`src/rtl/alu_mul_sequencer.sv`:
```
// alu_mul_sequencer
// Shift-and-add multiplier that borrows the shared 32-bit combinational ALU.
// Every arithmetic step is done by the external ALU: this block only drives
// the ALU operands/opcode for the current state and latches the ALU result
// on the same rising edge. The result is the low 32 bits of req_a * req_b.
//
// One iteration processes one multiplier bit:
//   TEST -> (ADD if B[0]) -> SHL -> SHR -> TEST ...
// TEST finishes the operation once the multiplier is exhausted (B == 0, taken
// from the ALU equality flag) or after MAX_ITER shift steps.

module alu_mul_sequencer #(
    parameter int MAX_ITER = 32
) (
    input  logic        clk,
    input  logic        rst,
    // request channel
    input  logic        req_valid,
    output logic        req_ready,
    input  logic [31:0] req_a,
    input  logic [31:0] req_b,
    // response channel
    output logic        resp_valid,
    input  logic        resp_ready,
    output logic [31:0] product,
    output logic        busy,
    // shared ALU
    output logic [31:0] alu_in1,
    output logic [31:0] alu_in2,
    output logic [2:0]  alu_control,
    input  logic [31:0] alu_out,
    input  logic        alu_zero
);

    // ALU opcodes used by the sequencer
    localparam logic [2:0] ALU_ADD  = 3'b000;
    localparam logic [2:0] ALU_SHL  = 3'b100;
    localparam logic [2:0] ALU_SHR  = 3'b101;
    localparam logic [2:0] ALU_PASS = 3'b111;

    // Step limit compared against the 6-bit shift counter
    localparam logic [5:0] MAX_CNT = 6'(MAX_ITER);

    typedef enum logic [2:0] {
        S_IDLE,
        S_TEST,
        S_ADD,
        S_SHL,
        S_SHR,
        S_DONE
    } state_t;

    state_t      state_q,   state_d;
    logic [31:0] a_q,       a_d;
    logic [31:0] b_q,       b_d;
    logic [31:0] acc_q,     acc_d;
    logic [5:0]  cnt_q,     cnt_d;
    logic [31:0] product_q, product_d;

    // State and datapath registers; reset abandons any operation in flight
    always_ff @(posedge clk or posedge rst) begin
        if (rst) begin
            state_q   <= S_IDLE;
            a_q       <= '0;
            b_q       <= '0;
            acc_q     <= '0;
            cnt_q     <= '0;
            product_q <= '0;
        end else begin
            state_q   <= state_d;
            a_q       <= a_d;
            b_q       <= b_d;
            acc_q     <= acc_d;
            cnt_q     <= cnt_d;
            product_q <= product_d;
        end
    end

    // Next state and register updates; ALU results are captured in the state that issued them
    always_comb begin
        state_d   = state_q;
        a_d       = a_q;
        b_d       = b_q;
        acc_d     = acc_q;
        cnt_d     = cnt_q;
        product_d = product_q;

        case (state_q)
            S_IDLE: begin
                // req_ready is high throughout IDLE, so req_valid alone completes the handshake
                if (req_valid) begin
                    a_d     = req_a;
                    b_d     = req_b;
                    acc_d   = '0;
                    cnt_d   = '0;
                    state_d = S_TEST;
                end
            end
            S_TEST: begin
                // alu_zero compares B against 0 in this state
                if (alu_zero || (cnt_q == MAX_CNT)) begin
                    product_d = acc_q;
                    state_d   = S_DONE;
                end else if (b_q[0]) begin
                    state_d = S_ADD;
                end else begin
                    state_d = S_SHL;
                end
            end
            S_ADD: begin
                // 32-bit wrap: the ALU carry is simply not kept
                acc_d   = alu_out;
                state_d = S_SHL;
            end
            S_SHL: begin
                a_d     = alu_out;
                state_d = S_SHR;
            end
            S_SHR: begin
                b_d     = alu_out;
                cnt_d   = cnt_q + 6'd1;
                state_d = S_TEST;
            end
            S_DONE: begin
                // product_q is only written in TEST, so it stays put while the consumer stalls
                if (resp_ready) begin
                    state_d = S_IDLE;
                end
            end
            default: begin
                state_d = S_IDLE;
            end
        endcase
    end

    // ALU drive and handshake outputs, decoded purely from the current state and registers
    always_comb begin
        alu_in1     = '0;
        alu_in2     = '0;
        alu_control = ALU_PASS;
        req_ready   = 1'b0;
        resp_valid  = 1'b0;
        busy        = 1'b1;

        case (state_q)
            S_IDLE: begin
                req_ready = 1'b1;
                busy      = 1'b0;
            end
            S_TEST: begin
                alu_in1 = b_q;
            end
            S_ADD: begin
                alu_in1     = acc_q;
                alu_in2     = a_q;
                alu_control = ALU_ADD;
            end
            S_SHL: begin
                alu_in1     = a_q;
                alu_in2     = 32'd1;
                alu_control = ALU_SHL;
            end
            S_SHR: begin
                alu_in1     = b_q;
                alu_in2     = 32'd1;
                alu_control = ALU_SHR;
            end
            S_DONE: begin
                resp_valid = 1'b1;
            end
            default: begin
                req_ready = 1'b0;
            end
        endcase
    end

    assign product = product_q;

endmodule

```
`config.mk`:
```
export PLATFORM = sky130hd
export DESIGN_NAME = alu_mul_sequencer
export DESIGN_NICKNAME = d
export VERILOG_FILES = /design/src/rtl/alu_mul_sequencer.sv
export SDC_FILE = /design/constraint.sdc
export NUM_CORES = 1
export LEC_CHECK = 0
export CAP_MARGIN = 15
export CORE_ASPECT_RATIO = 1.75
export CORE_MARGIN = 4
export CORE_UTILIZATION = 51
export DETAILED_ROUTE_END_ITERATION = 6
export PLACE_DENSITY = 0.86
export SYNTH_ARGS = -nofsm -noshare
export SYNTH_HDL_FRONTEND = slang
export SYNTH_SLANG_ARGS = --single-unit
export TNS_END_PERCENT = 10
```
`constraint.sdc`:
```
create_clock -name clk -period 11.7 [get_ports clk]
set_input_delay 1.755 -clock clk [delete_from_list [all_inputs] [get_ports clk]]
set_output_delay 1.755 -clock clk [all_outputs]
set_load 0.02 [all_outputs]
```
==> results of run 1 <==
-- layout make-up --
class                   instances  area share
diodes                          2    0.000523
inverters                      30      0.0123
clock buffers                  21      0.0481
multi-input cells             449       0.316
well taps                     171      0.0223
flip-flops and latches        137       0.358
clock inverters                11      0.0227
repair buffers                213       0.220
-- sequential cells by signal, summed over array words and instances, names as in the netlist --
| signal | flops |
|---|---|
| product | 32 |
| state_q | 3 |
| acc_q | 32 |
| a_q | 32 |
| cnt_q | 6 |
| b_q | 32 |
-- per-stage QoR --
step                      hold WS (ns)  setup slack [ns]  cell area [sq um]   util
final                            0.507              6.58               9570  0.736
after global routing             0.521              6.46               9570  0.736
after CTS                        0.507              6.64               9570  0.736
after detailed placement         0.494              7.07               8890  0.684
after global placement           0.489              7.15               8890  0.684
after floorplan                  0.484              6.28               6820      -
-- per-layer routing --
metal | global-route usage | share of wire | vias to the layer above
met2 | 0.485 | 0.50 | 473
met3 | 0.0522 | 0.081 | 115
li1 | - | - | 2787
met5 | 0 | 0 | -
met1 | 0.358 | 0.34 | 3127
met4 | 0.203 | 0.069 | 0
-- cells by family (layout without fill, tap and decap cells) --
kind of cell / count (synthesis) / count (layout) / share of synthesized area
AO/OA/AOI/OAI: 199 / 199 / 0.199
adder cells (fa/ha/maj): 2 / 2 / 0.00367
buffers and inverters: 92 / 275 / 0.0596
flip-flops: 137 / 137 / 0.502
multiplexers: 67 / 67 / 0.110
other: 0 / 2 / 0
AND/OR/NAND/NOR: 181 / 181 / 0.125
-- worst register-to-register path, delay by kind of cell (launching register included) --
kind	cells	cell delay [ns]
AO/OA/AOI/OAI	2	0.32
flip-flops	1	0.73
AND/OR/NAND/NOR	1	1.19
buffers and inverters	1	0.42
-- cells in the final DEF (no fill, tap or decap), drive strengths merged, types with 3 or more instances in the layout --
| cell | count |
|---|---|
| o21ai | 14 |
| nor3 | 6 |
| nand2 | 84 |
| a22oi | 38 |
| clkbuf | 21 |
| bufinv | 6 |
| inv | 30 |
| or3 | 3 |
| nor2 | 38 |
| a22o | 33 |
| dfrtp | 137 |
| a21oi | 27 |
| clkinv | 3 |
| mux2 | 65 |
| and2 | 31 |
| buf | 11 |
| nand3 | 8 |
| a31oi | 32 |
| o22ai | 49 |
| clkdlybuf4s50 | 202 |
-- power by group through the flow --
stage	Combinational, mW	Clock, mW	Sequential (mW)
global placement	1.37	0	0.887
global route	1.52	0.636	0.935
floorplan	0.839	0	0.881
finish	1.44	0.611	0.908
detailed placement	1.41	0	0.903
CTS	1.43	0.614	0.903
-- path summary, 6_finish.rpt --
kind                              from          end  cells after the start
setup / recovery            state_q[0]  alu_in1[16]                      4
setup reg to reg            state_q[0]       b_q[9]                      4
hold reg to reg            product[27]  product[27]                      1
max in group asynchronous          rst   state_q[1]                      3
min in group asynchronous          rst      b_q[22]                      2
hold / removal             product[27]  product[27]                      1
==> flow_summary.ini, run 1 <==
[global_routing]
grt_antenna_before_repair = 2
grt_pass1_vias = 6854
overflow = 0
grt_usage = 0.300
grt_pass1_wl_mm = 35.6
grt_max_degree = 82

[die]
boundaryPins = 203
die_h_microns = 161
fp.dieW_microns = 95.4
rows = 55
dieArea_sq_um = 15400
initial_core_util = 0.525
core_sq_um = 13000

[timing]
max_freq_ghz = 0.195
post-route-min-period_ns = 5.12
rsz0062_at_grt = no
max-slew-margin-rel = 0.217
hold_viol_final = 0
finalMaxSlewViolations = 0
tns_ns = 0
setup_viol = 0
fin_skew_ns = 0.00680
worst_pin_slew_ns = 1.17
finalCritPeriodShare = 0.438

[finish]
multi_input_area_sq_um = 3020
drive_gt1_frac = 0.143
register_area_sq_um = 3430
final_nets = 951
nFillCells = 817
stdcell_count = 1034
areaGrowthSynthToFinish_pct = 40.3

[pwr]
sequentialPowerShare = 0.307
cellPowerDensity_nw_per_um2 = 309
pwr-share-clk = 0.207
ir_drop_mv = 0.155
total_power_mw = 2.96
swShare = 0.397
comb_power_share = 0.486
internal-power_mw = 1.78
p_sw_mw = 1.17
p_leak_nw = 4.17

[synthesis]
yosysTopAreaCellShare = 0.502
synth-edff-count = 0
syn_inst = 678
syn_area_sq_um = 6820
synthTopCellsByCount = dfrtp_1, nand2_1, mux2_2
ys.warnings.count = 0
async_reset_ff_frac = 1.00
ys.flop_type = dfrtp_1
ys_types = 38
synth_largest_area_cell = dfrtp_1
ys_ff_latch = 137
ys_seq_area_frac = 0.502
yosysMostFrequentCell = dfrtp_1
avgSynthCellArea_sq_um = 10.1
synth_nets = 781
synth_area_leaders = dfrtp_1, mux2_2, nand2_1

[cts]
clk_pin_slew_ns = 0.06
clock_latency_ns = 0.41
clock_sinks = 137
cts-root-buf = clkbuf_16
cts_max_level = 4
cts-resized-gates = 0
cts_hold_buf = 0
clock_path_buffers = 2
post_cts_buffers = 0
cts_buffers = 17
cts_tree = built

[worst_hold_path]
hold_class = reg2reg

[setup_path]
max_stage_delay_ns = 0.99
crit_path_max_fanout = 45
crit_chain = or3b_2 > buf_4 > o22ai_1 > clkdlybuf4s50_1
cp_num_buf_inv = 2
critPathRequiredTime_ns = 9.95
critPathKind = reg2out
rrSetupSlack_ns = 8.87
cp.arrival_ns = 3.37
crit_family = buffers and inverters
critical-path-slowest-cell = dfrtp_2
start_kind = flip-flop
endpoint_kind = output pin

[placement]
gp_congestion = 0.908
hpwl_mm = 14.9
io_buffers = 202
dpl.cell_count = 1000

[routing]
first_pass_iters = 6
first_iter_violations = 530
wl_mm = 23.0
routedWlPerCell_microns = 22.3
drtAntennaViolNets = 0
via_per_inst = 6.29
dr_total_vias = 6502
drc = 0

[run_status]
outcome = completed

[run]
drv_cap = 0
Power figures use the tool's default switching activity.
==> inputs of run 2 (changes only) <==
- CORE_UTILIZATION: 51 -> 43
- PLACE_DENSITY: 0.86 -> 0.77
- clock period: 11.7 -> 4.2 ns (I/O delays scaled with it)
==> flow_summary.ini, run 2 (synthesis results as in run 1) <==
[die]
rows = 60
fp.dieW_microns = 103
initial_core_util = 0.441
core_sq_um = 15500
die_h_microns = 175
dieArea_sq_um = 18000
boundaryPins = 203

[timing]
worst_pin_slew_ns = 1.16
whs_ns = 0.502
rsz0062_at_grt = no
tns_ns = 0
max-slew-margin-rel = 0.223
setup_viol = 0
finalMaxSlewViolations = 0
finalCritPeriodShare = 0.924
post-route-min-period_ns = 3.88
hold_viol_final = 0
max_freq_ghz = 0.258
fin_skew_ns = 0.00770

[setup_path]
start_kind = flip-flop
rrSetupSlack_ns = 1.29
crit_start = state_q[0]
cp_num_buf_inv = 1
cp.arrival_ns = 3.25
crit_path_max_fanout = 48
endpoint_kind = output pin
max_stage_delay_ns = 0.97
critPathRequiredTime_ns = 3.57
crit_chain = or3b_2 > o22ai_1 > clkdlybuf4s50_1
rr_startpoint = state_q[1]
crit_family = simple AND/OR/NAND/NOR gates
critical-path-slowest-cell = or3b_2
critPathKind = reg2out

[global_routing]
grt_pass1_vias = 6362
grt_antenna_before_repair = 0
overflow = 0
met2_usage = 0.426
grt_usage = 0.251
use_met1 = 0.295
global_route.usage.met3 = 0.0439
grt_max_degree = 61
grt_pass1_wl_mm = 34.7
grt_busiest_layer = met2

[finish]
mostFrequentLayoutCells = clkdlybuf4s50_1, dfrtp_1, nand2_1
areaGrowthSynthToFinish_pct = 39.8
nFillCells = 1291
final_nets = 954
final_common_cell = clkdlybuf4s50_1
drive_gt1_frac = 0.143
post-route-util = 0.617
fin_area_sq_um = 9540
stdcell_count = 1050

[placement]
hpwl_mm = 15.2
io_buffers = 202
placed_area_sq_um = 8950
gp_congestion = 0.843
dpl.cell_count = 1018

[cts]
clock_path_buffers = 2
cts_max_level = 4
cts-resized-gates = 0
post_cts_buffers = 0
cts_buffers = 17
cts_tree = built
cts_hold_buf = 0
cts-root-buf = clkbuf_16
clk_pin_slew_ns = 0.06
clock_latency_ns = 0.42
clock_sinks = 137

[routing]
dr_total_vias = 6245
drtAntennaViolNets = 0
via_per_inst = 5.95
first_iter_violations = 344
wl_mm = 22.4
drc = 0
first_pass_iters = 5
routedWlPerCell_microns = 21.4

[run_status]
outcome = completed

[pwr]
cellPowerDensity_nw_per_um2 = 838
p_leak_nw = 4.15
ir_drop_mv = 0.437

[worst_hold_path]
hold_class = reg2reg
hp-start = product[14]

[run]
drv_cap = 0
[run 2: cell count changes in the layout (fill, tap and decap cells not counted), moves of 2 or more]
cell,change
buf_4,+2
clkinv_4,-2
clkinv_2,+2
clkbuf_1,+2
bufinv_16,-3
[run 2: worst register-to-register path, stage by stage, from the launching register on]
cell     delay [ns]
dfrtp_2        0.60
buf_4          0.35
or4b_2         1.07
buf_4          0.44
o22ai_1        0.22
a21oi_1        0.07
[run 2: worst paths after layout]
check / cells after the start / endpoint
min in group asynchronous: 2 / acc_q[28]
hold reg to reg: 1 / product[14]
max in group asynchronous: 3 / a_q[19]
hold / removal: 1 / product[14]
setup reg to reg: 5 / b_q[3]
setup / recovery: 3 / alu_in1[4]
[run 2: cell type report]
cell class                 count  area [sq um]  share of cell area
sequential                   137          3430               0.360
inverter                      30           116              0.0122
clock inverter                 8           120              0.0126
multi-input combinational    449          3030               0.318
clock buffer                  23           468              0.0490
antenna                        1          2.50            0.000262
timing repair buffer         216          2140               0.224
tap                          186           233              0.0244
[run 2: power breakdown]
| group | total, mW | internal (mW) | leakage [nW] | switching [mW] |
|---|---|---|---|---|
| Clock | 1.51 | 0.959 | 0.283 | 0.552 |
| Sequential | 2.55 | 1.97 | 1.70 | 0.579 |
| Combinational | 3.94 | 1.86 | 2.17 | 2.08 |
[run 2: metrics by stage]
step           setup WS (ns)  total power [mW]
3_5_place_dp           0.878              6.46
5_1_grt                0.215              8.43
6_report               0.319              8.00
2_1_floorplan           1.86              4.79
4_1_cts                0.334              8.02
3_3_place_gp           0.893              6.39
[run 2: per-layer routing]
layer	part of all wire	routed length (microns)
met1	0.37	8210
met2	0.53	11800
met3	0.062	1380
met4	0.044	997
met5	0	0
